===== src/rtl/fetch_pkg.sv =====
// fetch_pkg: shared types and constants for the instruction fetch stage.
//   state_t  : fetch sequencing states (PRIME, RUN, SKIP, HALT)
//   cause_t  : reason the fetch stage is sitting in HALT
//   STP_OPCODE, NOP_WORD_DEF, STP_WORD_DEF : instruction encodings
//   is_stp() : opcode-field test for the STP instruction
package fetch_pkg;

  typedef enum logic [1:0] {
    PRIME = 2'd0,
    RUN   = 2'd1,
    SKIP  = 2'd2,
    HALT  = 2'd3
  } state_t;

  typedef enum logic {
    CAUSE_STP = 1'b0,
    CAUSE_BP  = 1'b1
  } cause_t;

  localparam logic [4:0]  STP_OPCODE   = 5'b11111;
  localparam logic [15:0] NOP_WORD_DEF = 16'h0000;
  localparam logic [15:0] STP_WORD_DEF = 16'hF800;

  function automatic logic is_stp(input logic [15:0] word);
    return word[15:11] == STP_OPCODE;
  endfunction

endpackage


===== src/rtl/fetch_unit_pc_counter.sv =====
// pc_counter: DATA_W-bit register with synchronous active-high reset,
// hold, load and increment (load has priority over increment, hold over both).
//   clk      in  : clock, rising edge
//   reset    in  : synchronous reset to zero
//   hold     in  : freeze the register
//   load     in  : load load_val
//   inc      in  : increment by one (modulo 2^DATA_W)
//   load_val in  : value for load
//   q        out : register value
module pc_counter #(
  parameter int DATA_W = 16
) (
  input  logic              clk,
  input  logic              reset,
  input  logic              hold,
  input  logic              load,
  input  logic              inc,
  input  logic [DATA_W-1:0] load_val,
  output logic [DATA_W-1:0] q
);

  always_ff @(posedge clk) begin
    if (reset) begin
      q <= '0;
    end else if (!hold) begin
      if (load) begin
        q <= load_val;
      end else if (inc) begin
        q <= q + DATA_W'(1);
      end
    end
  end

endmodule


===== src/rtl/fetch_unit.sv =====
// fetch_unit: instruction fetch stage ahead of the decoder. Owns the PC,
// presents the two synchronous instruction-memory read words to the decoder
// as instr/N, and injects NOP/STP words to prime, halt and resume.
//
// Optional feature macro: FETCH_BREAKPOINT_EN (adds bp_en/bp_addr, the
// halt-cause register and the one-cycle breakpoint mask).
//
// Ports:
//   clk, reset        : clock and synchronous active-high reset
//   cnt_en, pc_sload  : PC increment / load requests from the decoder
//   new_pc            : PC load value from the decoder
//   instr_q1/instr_q2 : memory words at pc-1 and pc
//   resume            : one-cycle pulse that leaves HALT
//   bp_en, bp_addr    : breakpoint enable / instruction address (macro only)
//   pc                : PC register (current instruction address + 1)
//   instr, N          : instruction and immediate words to the decoder
//   halted            : high while in HALT
//   instr_count       : retired-instruction counter
module fetch_unit
  import fetch_pkg::*;
#(
  parameter logic [15:0] NOP_WORD = NOP_WORD_DEF,
  parameter logic [15:0] STP_WORD = STP_WORD_DEF
) (
  input  logic        clk,
  input  logic        reset,
  input  logic        cnt_en,
  input  logic        pc_sload,
  input  logic [15:0] new_pc,
  input  logic [15:0] instr_q1,
  input  logic [15:0] instr_q2,
  input  logic        resume,
`ifdef FETCH_BREAKPOINT_EN
  input  logic        bp_en,
  input  logic [15:0] bp_addr,
`endif
  output logic [15:0] pc,
  output logic [15:0] instr,
  output logic [15:0] N,
  output logic        halted,
  output logic [15:0] instr_count
);

  state_t state, state_nx;
  logic   bp_hit;
  logic   retire;

`ifdef FETCH_BREAKPOINT_EN
  cause_t      cause, cause_nx;
  logic        mask, mask_nx;
  logic [15:0] cur_addr;

  // pc runs one ahead of the instruction being presented in RUN
  assign cur_addr = pc - 16'd1;
  assign bp_hit   = (state == RUN) && bp_en && (cur_addr == bp_addr) && !mask;

  always_ff @(posedge clk) begin
    if (reset) begin
      cause <= CAUSE_STP;
      mask  <= 1'b0;
    end else begin
      cause <= cause_nx;
      mask  <= mask_nx;
    end
  end
`else
  assign bp_hit = 1'b0;
`endif

  always_ff @(posedge clk) begin
    if (reset) begin
      state <= PRIME;
    end else begin
      state <= state_nx;
    end
  end

  always_comb begin
    state_nx = state;
    instr    = NOP_WORD;
    N        = '0;
`ifdef FETCH_BREAKPOINT_EN
    cause_nx = cause;
    mask_nx  = mask;
`endif
    case (state)
      // Bubble so the decoder addresses words 0/1 and steps the PC.
      PRIME: state_nx = RUN;
      RUN: begin
        instr = bp_hit ? STP_WORD : instr_q1;
        N     = instr_q2;
`ifdef FETCH_BREAKPOINT_EN
        mask_nx = 1'b0;
        if (bp_hit) begin
          state_nx = HALT;
          cause_nx = CAUSE_BP;
        end else if (is_stp(instr_q1)) begin
          state_nx = HALT;
          cause_nx = CAUSE_STP;
        end
`else
        if (is_stp(instr_q1)) begin
          state_nx = HALT;
        end
`endif
      end
      // Bubble while the decoder advances the PC past the STP.
      SKIP: state_nx = RUN;
      // STP keeps the decoder re-addressing pc-1/pc, so memory holds steady.
      HALT: begin
        instr = STP_WORD;
        if (resume) begin
`ifdef FETCH_BREAKPOINT_EN
          if (cause == CAUSE_BP) begin
            // Re-execute the breakpointed instruction without re-triggering.
            state_nx = RUN;
            mask_nx  = 1'b1;
          end else begin
            state_nx = SKIP;
          end
`else
          state_nx = SKIP;
`endif
        end
      end
      default: state_nx = PRIME;
    endcase
  end

  assign halted = (state == HALT);
  assign retire = (state == RUN) && (cnt_en || pc_sload) && !bp_hit;

  pc_counter #(.DATA_W(16)) u_pc (
    .clk      (clk),
    .reset    (reset),
    .hold     (state == HALT),
    .load     (pc_sload),
    .inc      (cnt_en),
    .load_val (new_pc),
    .q        (pc)
  );

  pc_counter #(.DATA_W(16)) u_instr_count (
    .clk      (clk),
    .reset    (reset),
    .hold     (1'b0),
    .load     (1'b0),
    .inc      (retire),
    .load_val (16'h0000),
    .q        (instr_count)
  );

endmodule


===== config.mk =====
export PLATFORM = sky130hd
export DESIGN_NAME = fetch_unit
export DESIGN_NICKNAME = d
export VERILOG_FILES = /design/src/rtl/fetch_pkg.sv /design/src/rtl/fetch_unit_pc_counter.sv /design/src/rtl/fetch_unit.sv
export SDC_FILE = /design/constraint.sdc
export NUM_CORES = 1
export LEC_CHECK = 0
export BUFFER_PORTS_ARGS = -buffer_cell sky130_fd_sc_hd__buf_2
export CORE_MARGIN = 2
export CORE_UTILIZATION = 30
export CTS_CLUSTER_DIAMETER = 100
export DETAILED_ROUTE_END_ITERATION = 7
export PLACE_DENSITY = 0.6
export SLEW_MARGIN = 20
export SYNTH_ARGS = -nofsm -noshare
export SYNTH_HDL_FRONTEND = slang
export SYNTH_SLANG_ARGS = --single-unit

===== constraint.sdc =====
create_clock -name clk -period 5.8 [get_ports clk]
set_clock_uncertainty 0.2 [all_clocks]
set_input_delay 0.58 -clock clk [delete_from_list [all_inputs] [get_ports clk]]
set_output_delay 0.58 -clock clk [all_outputs]
set_load 0.01 [all_outputs]

==> impl_metrics.py <==
metrics = {
    "outcome": {
        "status": "finished clean",
    },
    "timing": {
        "finalWorstSetupSlack_ns": 3.086,
        "tightest_slew_ns": 0.8305,
        "hold_ws_ns": 0.2599,
        "maxSlewHeadroom": 0.4464,
        "period_minus_slack_ns": 2.714,
        "finalSetupViolations": 0,
        "fmax_mhz": 368.5,
        "rsz0062_at_grt": "false",
        "hold_violations": 0,
        "finalMaxSlewViolations": 0,
        "fin_tns_setup_ns": 0,
        "fin_crit_sh": 0.4679,
    },
    "drt": {
        "dr.pass1.iters": 4,
        "routedWlPerCell_um": 13.74,
        "drt_iter0_drc": 89,
        "drt-total-wl_um": 6471,
        "vias": 2346,
        "vias_per_cell": 4.981,
        "drc_errors": 0,
        "drtAntennaViolNets": 0,
    },
    "cells_and_area": {
        "layout-drive-gt1-share": 0.3520,
        "nets": 429,
        "antenna_cells": 0,
        "area_growth_pct": 34.20,
    },
    "placement": {
        "routabilityCongestion": 0.7282,
        "dp_slack_ns": 2.813,
        "place.port_buffers": 117,
        "hpwl_um": 4634,
    },
    "critical_path": {
        "crit_path_end_kind": "register",
        "cp_slowest_cell": "buf_2",
        "crit_type": "in -> reg",
        "max_stage_delay_ns": 0.62,
        "cp-start-kind": "primary input",
        "cp_cell_sequence": "buf_2 -> nor2_1 -> or3_1 -> or4_1 -> a21oi_1",
        "worstPathRequired_ns": 5.82,
        "reg2reg_depth": 4,
        "cp.arrival_ns": 2.73,
        "critPathMaxFanout": 46,
    },
    "synthesis": {
        "yosys_most_used_dff": "dfxtp_1",
        "synth_top_family_by_area": "simple AND/OR/NAND/NOR gates",
        "synth_xor_area_frac": 0.02899,
        "synth_compound_area_frac": 0.2077,
        "yosys.area.top_type": "dfxtp_1",
        "yosysWarnings": 0,
        "synth_edf_count": 0,
        "synth-adder-area-share": 0.01183,
        "netlist_area_mm2": 0.002115,
        "ys_seq_area_frac": 0.3219,
        "syn_avg_cell_area_um2": 7.803,
        "syn_nets": 326,
        "async_flop_share": 0,
        "syn_inst": 271,
        "yosys.area.top_type_share": 0.3219,
        "synth_cell_types": 42,
        "synth-simple-area-share": 0.3533,
        "synth_mux_area_frac": 0.02840,
        "ys_top_cells_by_area": "dfxtp_1 32%, and2_1 8.6%, a21oi_1 5.0%, nand2_1 3.6%, clkbuf_1 3.2%",
        "ys_seq_elements": 34,
    },
    "grt": {
        "grt_max_degree": 47,
        "antenna_found_initial": 0,
        "grt_pass1_wl_um": 9542,
        "grt.overflow.total": 0,
        "grt_pass1_vias": 1973,
        "grt_usage": 0.1541,
    },
    "pwr": {
        "leakagePower_nw": 1.266,
        "peakVddDrop_mv": 0.1155,
        "p_per_area_mw_per_mm2": 194.0,
        "p_sw_mw": 0.1619,
        "seqPwrFrac": 0.471,
        "netSwitchingFraction": 0.2940,
        "p_clk_frac": 0.340,
        "intPower_mw": 0.3886,
        "power_frac_comb": 0.190,
    },
    "clocking": {
        "cts_root_buf": "clkbuf_8",
        "htreeDepth": 2,
        "cts_buffers": 5,
        "cts_sinks": 34,
        "postCtsSetupBuffers": 0,
        "tritoncts": "built",
        "cts_resized": 0,
        "insertion_delay_ns": 0.29,
        "ctsHoldBuffers": 0,
        "path_clk_slew_ns": 0.07,
        "clock_path_buffers": 2,
    },
    "die": {
        "die_area_mm2": 0.007736,
        "coreArea_mm2": 0.006794,
        "io_pins": 118,
        "initial_core_util": 0.3112,
        "die_y_um": 87.96,
        "die_width_um": 87.96,
        "placementRows": 30,
    },
    "hold_path": {
        "hold_depth": 2,
        "hold_path.class": "in -> reg",
    },
    "flow_run": {
        "drv_cap": 0,
    },
}
## synthesized netlist by cell type, types with 7 or more instances
| cell type | count |
|---|---|
| a21oi_1 | 21 |
| a31oi_1 | 7 |
| and2_1 | 29 |
| clkbuf_1 | 18 |
| dfxtp_1 | 34 |
| nand2_1 | 20 |
| nand3_1 | 13 |
| nand4_1 | 8 |
| nor2_1 | 16 |
| nor4_1 | 8 |
| o21ai_0 | 9 |
| or3_1 | 7 |
| xnor2_1 | 7 |
## routing by layer
metal / vias up / wire, µm / track usage
li1: 1206 / - / -
met5: - / 0 / 0
met4: 0 / 57 / 0.04196
met1: 1080 / 3153 / 0.2265
met2: 53 / 2973 / 0.2293
met3: 7 / 287 / 0.02922
## through the flow
| step | area, µm² | utilization | cells | total power, mW |
|---|---|---|---|---|
| after floorplan | 2115 | - | 271 | 0.3208 |
| after global placement | 2734 | 0.4024 | 463 | 0.3671 |
| after detailed placement | 2734 | 0.4024 | 463 | 0.3684 |
| after CTS | 2829 | 0.4164 | 471 | 0.5577 |
| after global routing | 2838 | 0.4177 | 471 | 0.5804 |
| final | 2838 | 0.4177 | 471 | 0.5505 |
## cells in the final DEF, fill, tap and decap left out, types with 3 or more instances in the layout
cell      instances
mux2i_1           6
buf_2           117
a211oi_1          3
clkbuf_8          6
a31oi_1           7
and3_1            5
and4_1            4
dfxtp_1          34
o21ai_0           9
nand4_1           8
nor3b_1           5
and2_1           29
o21a_1            6
nand3_1          13
a21oi_1          21
nor2_1           16
nor4_1            8
xnor2_1           7
or4_1             6
nand2_1          20
or3_1             7
o31ai_1           6
## worst max-delay path: cells and delay by family
family | cells | cell delay, ns
buffers and inverters | 1 | 0.62
AOI/OAI and AO/OA | 1 | 0.14
and+or+nand+nor | 3 | 1.38
## power groups by stage
stage	sequential [mW]	clock [mW]	combinational, mW
final	0.259	0.187	0.105
after global routing	0.261	0.203	0.116
after CTS	0.259	0.194	0.105
after detailed placement	0.264	0	0.104
after global placement	0.264	0	0.103
after floorplan	0.263	0	0.0577
## sequential cells by signal, indices dropped and copies added (netlist names)
signal	flops
state	2
u_pc.q	16
u_instr_count.q	16
## layout make-up
cell class              instances  area [µm²]
clock buffers                   6       82.58
clock inverters                 2       12.51
fillers                       736        3956
inverters                       2       7.507
multi-input cells             213        1341
flip-flops and latches         34       680.7
well taps                      96       120.1
repair buffers                118       593.1
## cell families after synthesis
| family | Yosys count |
|---|---|
| buffers and inverters | 24 |
| adders and majority gates | 2 |
| DFF | 34 |
| muxes | 6 |
| AOI/OAI and AO/OA | 67 |
| xor gates and xnor gates | 7 |
| and+or+nand+nor | 131 |
## worst paths after layout
| kind | start | end | slack [ns] |
|---|---|---|---|
| setup / recovery | pc_sload | u_instr_count.q[15]$_SDFFE_PP0P_ | 3.09 |
| hold / removal | resume | state[0]$_SDFFE_PP0P_ | 0.26 |
| setup reg to reg | state[0]$_SDFFE_PP0P_ | u_instr_count.q[15]$_SDFFE_PP0P_ | 3.60 |
| hold reg to reg | u_instr_count.q[15]$_SDFFE_PP0P_ | u_instr_count.q[15]$_SDFFE_PP0P_ | 0.29 |
No activity file was read; power rests on OpenSTA's default activity.
